[src/rtl/hwa_seq_ctrl.sv]
// Sequencer for the SC-FIR hardware weighted adder: LOAD pulse, 2^N-cycle RUN with LFSR R_y, result capture.
// Latency: request at T -> res_valid at T+2+2^N; optional HWA_LFSR_RESEED_EN reloads the LFSR on every LOAD.
// Backpressure: the result is held in RESULT until res_ready; no new request is accepted outside IDLE.
module hwa_seq_ctrl #(
    parameter int              N    = 8,
    parameter logic [N-1:0]    TAPS = 8'hB8,
    parameter logic [N-1:0]    SEED = 8'h01
) (
    input  logic           clock,
    input  logic           reset,
    input  logic           req_valid,
    output logic           req_ready,
    output logic           hwa_start,
    output logic [N-1:0]   sel_bits,
    output logic [N-1:0]   R_y,
    input  logic [N:0]     hwa_out,
    input  logic           hwa_done,
    output logic           res_valid,
    output logic [N:0]     res_data,
    input  logic           res_ready,
    output logic           err
);

    localparam logic [1:0] S_IDLE   = 2'd0;
    localparam logic [1:0] S_LOAD   = 2'd1;
    localparam logic [1:0] S_RUN    = 2'd2;
    localparam logic [1:0] S_RESULT = 2'd3;

    localparam logic [N-1:0] SEL_LAST = {N{1'b1}};
    localparam logic [N-1:0] SEL_ONE  = {{(N-1){1'b0}}, 1'b1};

    logic [1:0]   r_state;
    logic [N-1:0] r_sel;
    logic [N-1:0] r_lfsr;
    logic         r_res_vld;
    logic [N:0]   r_res_dat;
    logic         r_err;

    logic         w_last;
    logic         w_fb;

    assign w_last = (r_sel == SEL_LAST);
    assign w_fb   = ^(r_lfsr & TAPS);

    always_ff @(posedge clock) begin
        if (reset) begin
            r_state   <= S_IDLE;
            r_sel     <= '0;
            r_lfsr    <= SEED;
            r_res_vld <= 1'b0;
            r_res_dat <= '0;
            r_err     <= 1'b0;
        end else begin
            case (r_state)
                S_IDLE: begin
                    if (req_valid) begin
                        r_state <= S_LOAD;
                    end
                end
                S_LOAD: begin
`ifdef HWA_LFSR_RESEED_EN
                    r_lfsr <= SEED;
`else
                    r_lfsr <= r_lfsr;
`endif
                    r_sel   <= '0;
                    r_state <= S_RUN;
                end
                S_RUN: begin
                    r_lfsr <= {r_lfsr[N-2:0], w_fb};
                    if (w_last) begin
                        // Capture happens on the last index even if the HWA's done flag disagrees.
                        r_sel     <= '0;
                        r_res_dat <= hwa_out;
                        r_res_vld <= 1'b1;
                        r_state   <= S_RESULT;
                        if (!hwa_done) begin
                            r_err <= 1'b1;
                        end
                    end else begin
                        r_sel <= r_sel + SEL_ONE;
                        if (hwa_done) begin
                            r_err <= 1'b1;
                        end
                    end
                end
                S_RESULT: begin
                    if (res_ready) begin
                        r_res_vld <= 1'b0;
                        r_state   <= S_IDLE;
                    end
                end
                default: begin
                    r_state <= S_IDLE;
                end
            endcase
        end
    end

    assign req_ready = (r_state == S_IDLE);
    assign hwa_start = (r_state == S_LOAD);
    assign sel_bits  = r_sel;
    assign R_y       = r_lfsr;
    assign res_valid = r_res_vld;
    assign res_data  = r_res_dat;
    assign err       = r_err;

endmodule

[config.mk]
export PLATFORM = sky130hd
export DESIGN_NAME = hwa_seq_ctrl
export DESIGN_NICKNAME = d
export VERILOG_FILES = /design/src/rtl/hwa_seq_ctrl.sv
export SDC_FILE = /design/constraint.sdc
export NUM_CORES = 1
export LEC_CHECK = 0
export ABC_AREA = 1
export CAP_MARGIN = 40
export CORE_MARGIN = 5
export CORE_UTILIZATION = 30
export DETAILED_ROUTE_END_ITERATION = 10
export HOLD_SLACK_MARGIN = 0.15
export PLACE_DENSITY = 0.55
export SLEW_MARGIN = 20
export SYNTH_ARGS = -nofsm -noshare
export SYNTH_HDL_FRONTEND = slang
export SYNTH_SLANG_ARGS = --single-unit
[constraint.sdc]
create_clock -name clock -period 1.7 [get_ports clock]
set_input_delay 0.17 -clock clock [delete_from_list [all_inputs] [get_ports clock]]
set_output_delay 0.17 -clock clock [all_outputs]
set_load 0.02 [all_outputs]
# [Word level (Yosys, flattened, before mapping)]
# Cells that the tools add are included.
[word_totals] latch_bits=0 output_inout_bits=29 rom_bits=0 n_memories=0 elab_cells=36 input_bits=14 ram_bits=0 reg_bits=29
[classes] order_cmp=0 eq_ne=8 div=0 mul=0 addsub=1 mux=12 n_bitwise=0 shifts=0 n_reduce_logical=9
[ops] cell="case mux 8 bit (2 select lines)" count=1
[ops] cell="AND reduction 3 bit" count=3
[ops] cell="adder 8 x 1 -> 8 bit (second input constant)" count=1
[ops] cell="== test 8 bit (second input constant)" count=1
[ops] cell="two-way mux 8 bit" count=1
[ops] cell="!= test 2 bit (second input constant)" count=4
[ops] cell="case mux 2 bit (4 select lines)" count=1
[ops] cell="XOR reduction 8 bit" count=1
[ops] cell="two-way mux 2 bit" count=3
[ops] cell="nonzero test 2 bit" count=3
[ops] cell="two-way mux 1 bit" count=5
[ops] cell="== test 2 bit (second input constant)" count=2
[ops] cell="== test 2 x 1 -> 1 bit (second input constant)" count=1
[ops] cell="zero test 2 bit" count=1
[ops] cell="case mux 1 bit (2 select lines)" count=1
[ops] cell="AND reduction 2 bit" count=1

# [Logic depth before layout (Yosys ltp)]
[depth] depth_word=3 ltp_mapped=9 mapped_depth_nobuf=9

# [Worst setup path before layout]
# Ideal clock, no wire load.
[synth_timing] path_kind="reg-to-reg" start="register r_sel[1] (netlist: sel_bits[1])" end="register r_sel[2] (netlist: sel_bits[2])" n_path_buf=0 t_required_ps=1576 setup_ps=124 path_stages_with_launch=9 period_less_slack_ps=1442 arrival_ps=1318 path_slack_ps=258 path_cell_list="dfxtp_1 > ha_1 > inv_2 > nor2_1 > nand2_2 > nand2_2 > nand2_1 > nand2_1 > nor3_1"
[synth_via] elab_chain_cells=3 word_cells_on_any_way=4 cone_classes="add/sub: 1; eq/ne: 1; mux: 2"
[synth_rtl] item="from (decl)" line_no="33" rtl="logic [N-1:0] r_sel;"
[synth_rtl] item="from (signal assigned)" line_no="81" rtl="r_sel <= r_sel + SEL_ONE;"
[synth_rtl] item="adder 8 x 1 -> 8 bit / == test 8 bit (equally long branches)" line_no="81, 42"
[synth_rtl] item="two-way mux 8 bit (*)" line_no="71" rtl="if (w_last) begin"
[synth_rtl] item="case mux 8 bit (2 select lines) (*)" line_no="54" rtl="case (r_state)"
# Every way passes the cells marked *; elsewhere a longest branch is shown, timed or not.
# A chain may end at the register's enable or synchronous reset.

# [Final worst setup path]
[layout_timing] start="register r_state[1]" end="register r_sel[4] (netlist: sel_bits[4])"
[layout_via] elab_chain_cells=2 word_cells_on_any_way=4 cone_classes="eq/ne: 2; mux: 1; reduce/logical: 1"
[layout_rtl] item="from (decl)" line_no="32" rtl="logic [1:0] r_state;"
[layout_rtl] item="from (signal assigned)" line_no="47" rtl="r_state <= S_IDLE;"
[layout_rtl] item="from (signal assigned)" line_no="57" rtl="r_state <= S_LOAD;"
[layout_rtl] item="from (signal assigned)" line_no="67" rtl="r_state <= S_RUN;"
[layout_rtl] item="== test 2 bit / == test 2 x 1 -> 1 bit (equally long branches)" line_no="54"
[layout_rtl] item="case mux 8 bit (2 select lines) / nonzero test 2 bit (equally long branches)"
# Parallel ways exist; a longest one is shown, timed or not.

==> summary.txt <==
Status: finished, final reports clean
Final Instance Area: 0.00189 sq mm
WL met2: 1390 um
Worst R2R Setup Slack: 0.16 ns
Commonest non-fill, non-tap cell in the layout: nor2_1
Net count after synthesis: 193
CTS tree: done
Detail Route Antenna Nets: 0
RSZ-0062 raised after global routing: no
Worst hold path type: flip-flop to flip-flop
Final min period: 1.54 ns
Max clock buf depth: 2
Met1 wire length: 1440 um
Worst R2R Path Depth: 6
Die Ht: 75.9 um
DP Worst Slack: 0.129 ns
Row count: 24
LEAKAGE: 0.816 nW
Drt total wl: 3060 um
Max IR drop VDD: 0.851 mV
Placed Area: 0.00179 sq mm
Multi-input logic area: 629 sq um
Met3 Routed Length: 198 um
DIE AREA: 0.00575 sq mm
Slew HR: 82.9%
Reg area: 581 sq um
Setup Skew: 0.00263 ns
PD cells: 1260 mW/mm^2
DRT iter0 DRCs: 52
Post-CTS Hold Fix Bufs: 0
Postcts setup bufs: 0
Slew @ Worst Pin: 0.254 ns
CP startpoint: r_state[1]$_SDFFE_PP0P_
# DRC: 0
Initial antenna violation count: 0
Worst-path fanout max: 6
Area delta synth->final: 45.4%
Final worst slack: 0.157 ns
Final hold slack: 0.461 ns
CTS Sinks: 29
Initial core utilization: 30.3%
Critical path's largest stage delay: 0.40 ns
Placeable Area: 0.00429 sq mm
GRT Overall Usage: 11.5%
TNS Setup: 0 ns
Synth Register Bits: 29
Period utilisation layout: 90.7%
Worst Setup EP: sel_bits[4]$_SDFFE_PP0P_
Routed length per instance: 11.2 um
Io pins: 43
Capture instance of the worst register-to-register path: sel_bits[4]$_SDFFE_PP0P_
Most frequent cells in the layout: 44 x nor2_1, 40 x clkdlybuf4s50_1, 29 x dfxtp_1, 20 x nand2_1, 16 x inv_1
Drt via density: 4.35
Pin count of the biggest net entering global routing: 18
DIE WIDTH: 75.9 um
Setup crit end kind: flip-flop
Final setup violation count: 0
Max Cap Viol: 0
Final nets: 242
Post-Syn Area per Cell: 7.52 sq um
Final hold vios: 0
Worst R2R Start: r_state[1]$_SDFFE_PP0P_
Fmax: 0.648 GHz
Vias: 1,191
Syn Std Cell Area: 0.00130 sq mm
Fillers: 457
Detailed Routing Iterations Pass 1: 4
Share of post-route cells with drive strength above 1: 10.8%
Syn Inst Count: 173
Fin. max-slew vios: 0
Clock latency on the worst-skew pair: 0.27 ns
Clk slew on worst S/H paths: 0.06 ns
Dpl hpwl: 2280 um
Highest metal used: met4
Slowest CP cell: ha_2
CP Data Arrival Time: 1.74 ns
Synth cell types: 23
H-tree Lvls: 2
Total chip power: 2.37 mW
Port Buffers: 42
Total gr overflow: 0
Total CTS buffers: 5
CP required: 1.90 ns
Critical path, cell by cell: inv_1 -> ha_2 -> inv_2 -> nor3_2 -> a21oi_1 -> nor3_1
CP Class: flip-flop to flip-flop
Number of global-route vias before repair: 1,116
CTS root buf: clkbuf_8
Synth warnings: 0
Post-synthesis sequential area ratio: 44.6%
Antenna cells: 0
First-pass GRT wire length: 4930 um
Worst setup SP type: flip-flop
GPL Wtd Cong: 0.742
## stage by stage
step,instances,util [%]
6_report,274,44.1
3_3_place_gp,267,41.8
5_1_grt,274,44.1
4_1_cts,274,43.8
3_5_place_dp,267,41.8
2_1_floorplan,173,-
## critical path: cells and delay by family (launching register included)
family                   cells  cell delay (ns)
buffers and inverters        2             0.18
adder cells (fa/ha/maj)      1             0.40
flip-flops                   1             0.35
AO/OA/AOI/OAI                1             0.10
AND/OR/NAND/NOR              2             0.44
## cell type report
cell class / count / share of cell area [%]
Clock buffer: 7 / 4.56
Sequential cell: 29 / 30.7
Timing Repair Buffer: 46 / 24.1
Multi-Input combinational cell: 120 / 33.3
Inverter: 20 / 3.97
Tap cell: 52 / 3.44
## registers in the layout, indices dropped and copies added, names as in the netlist
signal and count:
err 1, sel_bits 8, R_y 8, res_data 9, res_valid 1, r_state 2
## kinds of logic after synthesis
group	synth area share, %
buffers and inverters	7.60
adders and majority gates	5.77
and+or+nand+nor	29.2
DFF	44.6
AOI/OAI and AO/OA	9.42
xor gates and xnor gates	3.37
## metal layers
layer,vias up,global-route usage (%)
met1,518,14.3
met3,5,4.35
met2,30,18.3
met5,-,0
li1,638,-
met4,0,4.08
## report_power, final
part / internal (mW) / switching (mW) / total [mW] / leakage (nW)
clock: 0.320 / 0.243 / 0.564 / 0.0443
sequential: 0.788 / 0.0861 / 0.874 / 0.236
combinational: 0.410 / 0.527 / 0.937 / 0.536
## cells in the mapped netlist
library cell / n / area (sq um)
o21ai_1: 8 / 40.0
nor3_2: 1 / 10.0
nor3b_1: 1 / 7.51
nor2_2: 1 / 6.26
buf_2: 1 / 5.00
nor2_4: 2 / 22.5
nand2_2: 3 / 18.8
nand3_1: 5 / 25.0
o21ai_0: 8 / 40.0
nor2_1: 44 / 165
inv_2: 4 / 15.0
ha_1: 6 / 75.1
nand4_1: 4 / 25.0
buf_6: 1 / 11.3
dfxtp_1: 29 / 581
nor3_1: 5 / 25.0
clkbuf_1: 2 / 7.51
nand2_1: 20 / 75.1
inv_1: 16 / 60.1
a21oi_1: 5 / 25.0
xor2_1: 2 / 17.5
o21ai_2: 2 / 17.5
xnor2_1: 3 / 26.3
## how the worst min path moves through the flow
stage	start	endpoint	slack, ns	depth (start not counted)
finish	err$_SDFFE_PP0P_	err$_SDFFE_PP0P_	0.46	2
global route	hwa_out[7]	res_data[7]$_SDFFE_PP0P_	0.47	3
CTS	hwa_out[7]	res_data[7]$_SDFFE_PP0P_	0.47	3
detailed placement	err$_SDFFE_PP0P_	err$_SDFFE_PP0P_	0.46	2
floorplan	reset	err$_SDFFE_PP0P_	0.24	1
global placement	err$_SDFFE_PP0P_	err$_SDFFE_PP0P_	0.44	2
## what timing repair did
item,CTS,global route
resized for setup,0,4
endpoints found under the setup margin,0,5
endpoints found under the hold margin,0,0
Power figures use the tool's default switching activity.
